File: src/rtl/fc_weight_rom_streamer.sv
// fc_weight_rom_streamer
//   Address sequencer plus elastic output buffer between a ROM holding FC-layer
//   weights and the linear-layer datapath. Reads are only issued when a FIFO
//   slot is guaranteed for the returning word (credit scheme), so the ROM never
//   needs to be stalled and backpressure never drops or repeats a beat.
//
//   Optional feature macro: WEIGHT_STREAM_REPEAT_EN
//     defined   : free-running stream, address wraps forever, start ignored
//     undefined : one full tensor per start pulse
//
// Ports
//   clk            clock
//   rst            synchronous reset, active-low
//   start          begin one tensor pass (ignored unless idle)
//   busy           high while issuing or draining
//   mem_addr       ROM read address
//   mem_ce         ROM clock enable (constant 1)
//   mem_q          ROM read data, READ_LATENCY cycles after mem_addr
//   data_out       beat payload, element j at [DATA_WIDTH*j +: DATA_WIDTH]
//   data_out_valid beat available
//   data_out_ready consumer accepts beat
//   data_out_last  beat carries the final tensor address

module fc_weight_rom_streamer #(
  parameter int DATA_WIDTH   = 16,
  parameter int PARALLELISM  = 1,
  parameter int OUT_DEPTH    = 32,
  parameter int READ_LATENCY = 2,
  parameter int FIFO_DEPTH   = 4,
  parameter int ADDR_WIDTH   = $clog2(OUT_DEPTH + 1)
) (
  input  logic                              clk,
  input  logic                              rst,
  input  logic                              start,
  output logic                              busy,
  output logic [ADDR_WIDTH-1:0]             mem_addr,
  output logic                              mem_ce,
  input  logic [DATA_WIDTH*PARALLELISM-1:0] mem_q,
  output logic [DATA_WIDTH*PARALLELISM-1:0] data_out,
  output logic                              data_out_valid,
  input  logic                              data_out_ready,
  output logic                              data_out_last
);

  localparam int WORD_W = DATA_WIDTH * PARALLELISM;
  localparam int CNT_W  = $clog2(FIFO_DEPTH + 1);
  localparam int PTR_W  = $clog2(FIFO_DEPTH);
  localparam logic [ADDR_WIDTH-1:0] LAST_ADDR = ADDR_WIDTH'(OUT_DEPTH - 1);
  localparam logic [CNT_W:0]        FIFO_CAP  = (CNT_W + 1)'(FIFO_DEPTH);

  typedef enum logic [1:0] {IDLE, ISSUE, DRAIN} state_t;

  state_t                  state, state_next;
  logic                    issue, issue_last, push, pop;
  logic [ADDR_WIDTH-1:0]   addr_q;
  logic [READ_LATENCY-1:0] dl_vld, dl_lst;
  logic [CNT_W-1:0]        fifo_count, inflight;
  logic [CNT_W:0]          occupancy;
  logic [PTR_W-1:0]        wr_ptr, rd_ptr;
  logic [WORD_W-1:0]       fifo_data [FIFO_DEPTH];
  logic [FIFO_DEPTH-1:0]   fifo_last;

`ifdef WEIGHT_STREAM_REPEAT_EN
  logic unused_start;
  assign unused_start = start;
`endif

  // Slots already spoken for: words sitting in the FIFO plus reads still in
  // the ROM pipeline. A read may only go out if this leaves room for it.
  assign occupancy  = {1'b0, fifo_count} + {1'b0, inflight};
  assign issue_last = (addr_q == LAST_ADDR);
  assign push       = dl_vld[READ_LATENCY-1];

  assign mem_addr       = addr_q;
  assign mem_ce         = 1'b1;
  assign data_out_valid = (fifo_count != '0);
  assign pop            = data_out_valid && data_out_ready;
  assign data_out       = data_out_valid ? fifo_data[rd_ptr] : '0;
  assign data_out_last  = data_out_valid && fifo_last[rd_ptr];

  always_ff @(posedge clk) begin
    if (!rst) state <= IDLE;
    else      state <= state_next;
  end

  always_comb begin
    state_next = state;
    issue      = 1'b0;
    busy       = (state != IDLE);
    case (state)
      IDLE: begin
`ifdef WEIGHT_STREAM_REPEAT_EN
        state_next = ISSUE;
`else
        if (start) state_next = ISSUE;
`endif
      end
      ISSUE: begin
        if (occupancy < FIFO_CAP) begin
          issue = 1'b1;
`ifndef WEIGHT_STREAM_REPEAT_EN
          if (issue_last) state_next = DRAIN;
`endif
        end
      end
      DRAIN: begin
        // FIFO only ever holds the current pass, so the tagged beat is final
        if (pop && data_out_last) state_next = IDLE;
      end
      default: state_next = IDLE;
    endcase
  end

  // Address counter and the ROM-latency shadow pipeline of {issued, is_last}
  always_ff @(posedge clk) begin
    if (!rst) begin
      addr_q   <= '0;
      dl_vld   <= '0;
      dl_lst   <= '0;
      inflight <= '0;
    end else begin
      if (issue) addr_q <= issue_last ? '0 : addr_q + ADDR_WIDTH'(1);
      dl_vld[0] <= issue;
      dl_lst[0] <= issue && issue_last;
      for (int i = 1; i < READ_LATENCY; i++) begin
        dl_vld[i] <= dl_vld[i-1];
        dl_lst[i] <= dl_lst[i-1];
      end
      case ({issue, push})
        2'b10:   inflight <= inflight + CNT_W'(1);
        2'b01:   inflight <= inflight - CNT_W'(1);
        default: inflight <= inflight;
      endcase
    end
  end

  // FIFO bookkeeping; pointers wrap naturally since FIFO_DEPTH is a power of 2
  always_ff @(posedge clk) begin
    if (!rst) begin
      wr_ptr     <= '0;
      rd_ptr     <= '0;
      fifo_count <= '0;
    end else begin
      if (push) wr_ptr <= wr_ptr + PTR_W'(1);
      if (pop)  rd_ptr <= rd_ptr + PTR_W'(1);
      case ({push, pop})
        2'b10:   fifo_count <= fifo_count + CNT_W'(1);
        2'b01:   fifo_count <= fifo_count - CNT_W'(1);
        default: fifo_count <= fifo_count;
      endcase
    end
  end

  // Storage needs no reset: contents are only visible while count is nonzero
  always_ff @(posedge clk) begin
    if (push) begin
      fifo_data[wr_ptr] <= mem_q;
      fifo_last[wr_ptr] <= dl_lst[READ_LATENCY-1];
    end
  end

endmodule

File: config.mk
export PLATFORM = sky130hd
export DESIGN_NAME = fc_weight_rom_streamer
export DESIGN_NICKNAME = d
export VERILOG_FILES = /design/src/rtl/fc_weight_rom_streamer.sv
export SDC_FILE = /design/constraint.sdc
export NUM_CORES = 1
export LEC_CHECK = 0
export BUFFER_PORTS_ARGS = -buffer_cell sky130_fd_sc_hd__buf_2
export CORE_MARGIN = 2
export CORE_UTILIZATION = 51
export DETAILED_ROUTE_END_ITERATION = 10
export GPL_TIMING_DRIVEN = 0
export HOLD_SLACK_MARGIN = 0.03
export PLACE_DENSITY = 0.8
export SKIP_LAST_GASP = 1
export SYNTH_ARGS = -nofsm -noshare
export SYNTH_HDL_FRONTEND = slang
export SYNTH_SLANG_ARGS = --single-unit
File: constraint.sdc
create_clock -name clk -period 2.3 [get_ports clk]
set_input_delay 0.69 -clock clk [delete_from_list [all_inputs] [get_ports clk]]
set_output_delay 0.69 -clock clk [all_outputs]
set_load 0.01 [all_outputs]
======== After elaboration in Yosys (flattened, before gate mapping) ========
Memories as Yosys holds them, arrays and structs flattened. A register that Yosys moved wholly into a read port is not among the register bits.
Cells that the tools add are included.
W data, S select, Z words.
storage, ports and cells
  register bits ........................... 26
  bits in writable memories ............... 64
  bits of input ports ..................... 20
  output and inout bits ................... 26
  word-level logic and storage cells ...... 64
  memories kept ........................... 1
memories
  name       words  bits a word  rd ports  clocked after Yosys merged registers in  write ports  RTL line  RTL
  fifo_data  4      16           1         1                                        1            60        logic [WORD_W-1:0] fifo_data [FIFO_DEPTH];
operators by class
  $add $sub $neg .......................... 8
  $lt $le $gt $ge ......................... 4
  equal/unequal tests ..................... 11
  muxes and demuxes ....................... 20
  reductions and logical operators ........ 11
operator list
  cell                   count
  $mux W16               1
  $mux W2                6
  $pmux W3 S2            2
  $ne A2 B2 Y1 const B   4
  $add A3 B1 Y3 const B  2
  $add A6 B1 Y6 const B  1
  $eq A2 B1 Y1 const B   3
  $eq A2 B2 Y1 const B   3
  $eq A6 B5 Y1 const B   1
  $lt A2 B3 Y1 const B   2
  $mux W1                6
  $mux W6                1
  $pmux W2 S3            1
  $reduce_bool A2 Y1     3
  $sub A3 B1 Y3 const B  2
  $logic_and A1 B1 Y1    5
  $add A2 B1 Y2 const B  2
  $add A3 B3 Y4          1
  $bwmux W4              1
  $lt A4 B3 Y1 const B   1
  $reduce_and A4 Y1      1
  $reduce_bool A3 Y1     1
  $bmux W1 S2            1
  $demux W1 S2           1
  other kinds (2)        2

======== Longest topological paths before layout ========
Gate-level depths: netlist of run 1.
  word-level depth ........................ 6
  gate-level depth with buffers ........... 8
  mapped depth without buffers ............ 8

======== Worst setup path before layout of run 1 ========
Ideal clock, no wire load.
  path type ............................... reg2reg
  from .................................... reg fifo_count[2]
  to ...................................... reg inflight[2]
  setup time .............................. 0.070 ns
  arrival time ............................ 2.244 ns
  data required time ...................... 2.230 ns
  path slack .............................. -0.015 ns
  cell stages (with the launch flop) ...... 9
  path buffers ............................ 0
  period minus slack after synthesis ...... 2.315 ns
  cell sequence ........................... dfxtp_1 ha_1 nor4b_4 nand2_4 ha_1 fa_1 xnor2_1 or3_1 a21oi_1
on the way
  word-level cells in the longest chain between the ends .. 6
  elaborated cells between the ends (all ways) .. 8
  those cells by class .................... 1 x add/sub; 1 x order compare; 2 x eq/ne; 3 x mux; 1 x reduce/logical
ends and longest elaborated chain
  element                                            RTL line  RTL
  start: declaration                                 57        logic [CNT_W-1:0] fifo_count, inflight;
  start signal: assignment                           147       2'b10: fifo_count <= fifo_count + CNT_W'(1);
  start signal: assignment                           148       2'b01: fifo_count <= fifo_count - CNT_W'(1);
  start signal: assignment                           149       default: fifo_count <= fifo_count;
  $add A3 B3 Y4 *                                    70        assign occupancy = {1'b0, fifo_count} + {1'b0, inflight};
  $lt A4 B3 Y1 *                                     99        if (occupancy < FIFO_CAP) begin
  $mux W1 *                                          99
  $mux W1 *                                          90        case (state)
  $eq A2 B1 Y1 or $eq A2 B2 Y1 (tied branches)       129       case ({issue, push})
  $pmux W3 S2 or $reduce_bool A2 Y1 (tied branches)  n/a
  end signal: assignment                             130       2'b10: inflight <= inflight + CNT_W'(1);
  end signal: assignment                             131       2'b01: inflight <= inflight - CNT_W'(1);
  end signal: assignment                             132       default: inflight <= inflight;
  end: declaration                                   57
Mark *: on every way between the ends. The rest lies on a longest branch, timed or not.
A chain may end at the register's enable or synchronous reset.

==> impl_metrics.tcl, run 1 <==
set metrics [dict create \
    reg2regPathDepth 8 \
    vias 2032 \
    syn-instance-count 227 \
    final_common_cell "edfxtp_1" \
    final_hold_viol_count 0 \
    crit_path_start_kind "flip-flop" \
    ys.flop_type "edfxtp_1" \
    status "complete, but fails checks" \
    root_buffer "clkbuf_8" \
    yosysUniqueCellTypes 35 \
    die_w_um 89.1 \
    vdd_ir_drop_max_mv 0.408 \
    cp_slowest_stage_delay_ps 500 \
    drt_iter0_markers 213 \
    diodes 0 \
    synth_nets 258 \
    layout_common_cells "edfxtp_1, buf_2, dfxtp_1, mux4_2, buf_6" \
    clk_pin_slew_ps 90 \
    cts.htree.levels 3 \
    io_pins 46 \
    worstPathArrival_ps 1740 \
    drt-total-wl_um 6540 \
    syn_to_final_growth_pct 22.9 \
    cts_inserted_buffers 9 \
    overflow 0 \
    synth_area_leaders "edfxtp_1, dfxtp_1, mux4_2" \
    async_reset_ff_share_pct 0 \
    stdcell_count 394 \
    endpoint_kind "output port" \
    crit_chain "buf_8 -> buf_12 -> mux4_2 -> and2_1 -> buf_2" \
    ant_nets 0 \
    worstMarginPinSlew_ps 915 \
    routed_via_density 5.16 \
    cp.buffers_inverters 3 \
    rows 31 \
    slew_violations 0 \
    grt_pass1_wl_um 10500 \
    place_ws_ps -255 \
    cap_violations 0 \
    finalSetupViolations 15 \
    start_util_pct 51.7 \
    drive_above_1_share_pct 40.0 \
    die_h_um 89.1 \
    reg2reg_slack_ps 90 \
    drt_first_pass_iters 4 \
    cts_hold_buffers 0 \
    grt_pass1_vias 2128 \
    crit_family "multiplexers" \
    hold_class "reg -> reg" \
    coreArea_um2 7140 \
    seq_area_frac_synth_pct 68.4 \
    slew_headroom_pct 39.0 \
    postSynthAreaPerCell_um2 16.3 \
    r2r_start "inflight[2]" \
    rsz0062_at_grt "yes" \
    fin_ws_ps -134 \
    antenna_found_initial 0 \
    route.detailed.drc 0 \
    finalClockSkew_ps 14.6 \
    critPathKind "reg -> out" \
    synth-edff-count 68 \
    violations "negative setup slack" \
    wl_per_cell_um 16.6 \
    worstHoldPathCells 1 \
    fin_crit_sh_pct 106 \
    port-buffer-count 44 \
    synth_top_area_cell "edfxtp_1" \
    yosysWarnings 0 \
    p_leak_nw 1.65 \
    nNetsFinal 321 \
    fmax_mhz 411 \
    grt_start_max_net_pins 18 \
    powerDensity_nw_per_um2 839 \
    cts_tree "built" \
    clock_latency_ps 350 \
    syn_area_um2 3690 \
    placed_cells 370 \
    cts_buffer_depth 2 \
    dp_hpwl_um 4300 \
    synth_top_area_share_pct 55.3 \
    ys_ff_latch 92 \
    cp_max_fo 6 \
    r2r_end "inflight[2]" \
    grt_usage_pct 18.1 \
    slowest_stage "mux4_2" \
    min_to "dl_lst[1]" \
    cts.sinks 92 \
    cp.required_ps 1610 \
    die_area_um2 7930 \
    min_period_ps 2430 \
    gp_congestion 0.745 \
    min_from "dl_lst[0]" \
]
## layout make-up
type                    count  area [um2]
repair buffers             54         399
flip-flops and latches     92        2530
well taps                  99         124
plain buffers               7        71.3
multi-input cells         118        1160
fillers                   517        2600
inverters                   8        30.0
clock inverters             6        95.1
clock buffers              10         128
## through the flow
stage	setup TNS (ps)	hold slack, ps	util (%)	power, mW	instance area [um2]
after floorplan	0	412	-	2.24	3700
after global placement	-2400	415	56.7	2.39	4050
after detailed placement	-2460	422	56.7	2.41	4050
after CTS	-1850	441	62.7	3.78	4470
after global routing	-2500	463	63.5	3.97	4530
final	-1600	441	63.5	3.80	4530
## Yosys cell counts, types with 3 or more instances
| master | n |
|---|---|
| a21oi_1 | 7 |
| and2_1 | 24 |
| clkbuf_1 | 5 |
| dfxtp_1 | 24 |
| edfxtp_1 | 68 |
| ha_1 | 9 |
| inv_1 | 8 |
| mux4_2 | 17 |
| nand2_1 | 5 |
| nand3_1 | 6 |
| nor2_1 | 14 |
| o21ai_0 | 3 |
| or3_1 | 4 |
| xnor2_1 | 3 |
| xor2_1 | 6 |
## routing by layer
| layer | wire length, um | GRT usage, % |
|---|---|---|
| met4 | 76 | 5.29 |
| met5 | 0 | 0 |
| met1 | 2800 | 22.3 |
| met3 | 250 | 4.25 |
| met2 | 3410 | 31.9 |
## timing repair
item	in CTS	in global routing
setup endpoints to repair	19	18
buffers inserted	8	1
gates resized for setup	35	16
hold endpoints to repair	0	0
cloned	1	0
pin swaps	16	5
## power breakdown
group | switching, mW | leakage (nW) | internal [mW] | total, mW
clock | 0.567 | 0.111 | 0.624 | 1.19
sequential | 0.0366 | 0.808 | 1.82 | 1.86
combinational | 0.314 | 0.729 | 0.439 | 0.753
total | 0.917 | 1.65 | 2.89 | 3.80
## state kept, by name, indices dropped and copies added, names as in the netlist, named ones only
name / flops
fifo_data: 64
mem_addr: 6
fifo_last: 4
fifo_count: 3
inflight: 3
dl_lst: 2
dl_vld: 2
rd_ptr: 2
state: 2
wr_ptr: 2
## worst reg2reg max path: stages, from the launching register on
cell,delay [ps]
dfxtp_1,330
ha_1,330
nor4b_4,300
nand2_4,90
ha_4,180
fa_2,330
xnor2_1,130
or3_1,300
a21oi_1,140
## worst max path at each step
stage                 from           end  depth (start not counted)
4_1_cts          flip-flop   data_out[0]                          5
6_report         flip-flop  data_out[10]                          5
3_3_place_gp     flip-flop  data_out[13]                          5
3_5_place_dp     flip-flop  data_out[10]                          5
2_1_floorplan  inflight[2]   inflight[2]                          8
5_1_grt          flip-flop  data_out[10]                          5
## cell families (layout without fill, tap and decap cells)
family,count (synthesis),count (layout),share of synthesized area (%)
AO/OA/AOI/OAI,13,13,2.14
multiplexers,19,19,10.9
adder cells (fa/ha/maj),11,11,4.14
flip-flops,92,92,68.4
AND/OR/NAND/NOR,65,65,10.3
XOR/XNOR,9,9,2.14
other,1,1,0.102
buffers and inverters,17,85,1.90
Power figures use the tool's default switching activity.
==> run 2: changes to the inputs <==
Settings changed: CORE_UTILIZATION 51 to 57, PLACE_DENSITY 0.8 to 0.85.
Clock period 2.3 ns to 2.51 ns, I/O delays scaled along.
==> run 2 against run 1 <==
Clock power is 9% lower. The run still ends with negative setup slack left. Sequential power is 8% lower. Core utilization is 6.4 points higher. Global-route usage is 1.3 points higher. First-iteration DRC count is 48% lower. Register-to-register slack better by 20 ps. Sequential share of layout area is 1.4 points higher. Design area is 2.6% lower. Sequential cell count stayed put.
==> impl_metrics.tcl, run 2 (same netlist as run 1, synthesis figures left out) <==
set metrics [dict create \
    wl_per_cell_um 17.8 \
    finalClockSkew_ps 6.68 \
    cap_violations 0 \
    clock_latency_ps 350 \
    cts.htree.levels 3 \
    slowest_stage "mux4_2" \
    min_period_ps 2530 \
    cp.buffers_inverters 3 \
    path_depth 5 \
    grt_pass1_wl_um 10400 \
    post-route-util_pct 69.9 \
    nNetsFinal 318 \
    critPathKind "reg -> out" \
    whs_ps 443 \
    gp_congestion 0.755 \
    antenna_found_initial 0 \
    layout_common_cells "edfxtp_1, buf_2, dfxtp_1, mux4_2, and2_1" \
    crit_path_start_kind "flip-flop" \
    die_h_um 84.5 \
    diodes 0 \
    largest_reg_flops 64 \
    stdcell_count 369 \
    fin_crit_sh_pct 101 \
    cp_max_fo 5 \
    endpoint_kind "output port" \
    worstHoldPathCells 1 \
    slew_headroom_pct 38.1 \
    vdd_ir_drop_max_mv 0.449 \
    placed_cells 348 \
    cts_tree "built" \
    dp_hpwl_um 4140 \
    rsz0062_at_grt "yes" \
    powerDensity_nw_per_um2 773 \
    grt_start_max_net_pins 18 \
    clk_pin_slew_ps 90 \
    final_common_cell "edfxtp_1" \
    start_util_pct 58.4 \
    status "complete, but fails checks" \
    drt-total-wl_um 6580 \
    rows 29 \
    die_w_um 84.5 \
    top_register "fifo_data" \
    routed_via_density 5.63 \
    cp_slowest_stage_delay_ps 520 \
    coreArea_um2 6310 \
    violations "negative setup slack" \
    worstPathArrival_ps 1780 \
    root_buffer "clkbuf_8" \
    grt_usage_pct 19.4 \
    final_hold_viol_count 0 \
    vias 2077 \
    route.detailed.drc 0 \
    grt_pass1_vias 2151 \
    worstMarginPinSlew_ps 928 \
    fin_ws_ps -23.3 \
    crit_chain "buf_6 -> buf_12 -> mux4_2 -> and2_4 -> buf_6" \
    total_power_mw 3.41 \
    cts_buffer_depth 2 \
    reg2regPathDepth 8 \
    cts_hold_buffers 0 \
    finalSetupViolations 2 \
    timing.critical_path.mode_cell "buf_6" \
    hold_class "reg -> reg" \
    ant_nets 0 \
    cts.sinks 92 \
    die_area_um2 7130 \
    port-buffer-count 44 \
    cts_inserted_buffers 9 \
    fmax_mhz 395 \
    drt_first_pass_iters 4 \
    crit_family "multiplexers" \
    overflow 0 \
    io_pins 46 \
    slew_violations 0 \
    cp.required_ps 1760 \
    drive_above_1_share_pct 37.0 \
    drt_iter0_markers 111 \
    p_leak_nw 1.62 \
    syn_to_final_growth_pct 19.6 \
]
[run 2: cell count changes in the layout (fill, tap and decap cells not counted), moves of 2 or more]
cell     before  now
and2_1       12   15
dfxtp_1      19   22
dfxtp_2       4    2
and2_4       12    9
buf_6        15   10
buf_2        33   36
[run 2: report_power, final]
group / switching [mW] / total, mW / internal, mW
Clock: 0.509 / 1.08 / 0.567
Sequential: 0.0393 / 1.71 / 1.67
Combinational: 0.276 / 0.628 / 0.353
[run 2: layout make-up]
type,instances,area (um2)
plain buffers,7,58.8
clock buffers,9,124
clock inverters,7,98.8
fillers,405,1900
inverters,8,30.0
multi-input cells,118,1120
flip-flops and latches,92,2520
well taps,77,96.3
repair buffers,51,357
[run 2: path summary, 6_finish.rpt]
path	start	slack [ps]	end
setup / recovery	flip-flop	-20	data_out[14]
hold / removal	dl_lst[0]	440	dl_lst[1]
hold reg to reg	dl_lst[0]	440	dl_lst[1]
setup reg to reg	fifo_count[2]	110	inflight[2]
[run 2: per-layer routing]
metal / share of wire [%] / GRT usage, % / vias up / wire length [um]
met2: 53 / 32.3 / 79 / 3460
li1: - / - / 958 / -
met3: 5.3 / 3.44 / 16 / 351
met5: 0 / 0 / - / 0
met4: 2.6 / 11.4 / 0 / 168
met1: 40 / 24.0 / 1024 / 2600
[run 2: worst register-to-register path: cells and delay by family (launching register included)]
family                     cells  cell delay, ps
adders and majority gates      3             970
and+or+nand+nor                3             730
DFF                            1             350
xor gates and xnor gates       1             140
AOI/OAI and AO/OA              1             130
[run 2: per-stage QoR]
stage               setup WS (ps)  setup TNS [ps]  cell area, um2
global route                -75.0            -513            4410
finish                      -23.3           -41.1            4410
CTS                         -13.5           -16.9            4320
global placement            -94.7            -728            4010
detailed placement           -131           -1140            4010
floorplan                     195               0            3690
[run 2: repair_timing]
item / CTS / global route
setup buffers: 4 / 2
cloned: 1 / 0
gates resized for setup: 15 / 19
setup endpoints to repair: 13 / 17
pin swaps: 3 / 11
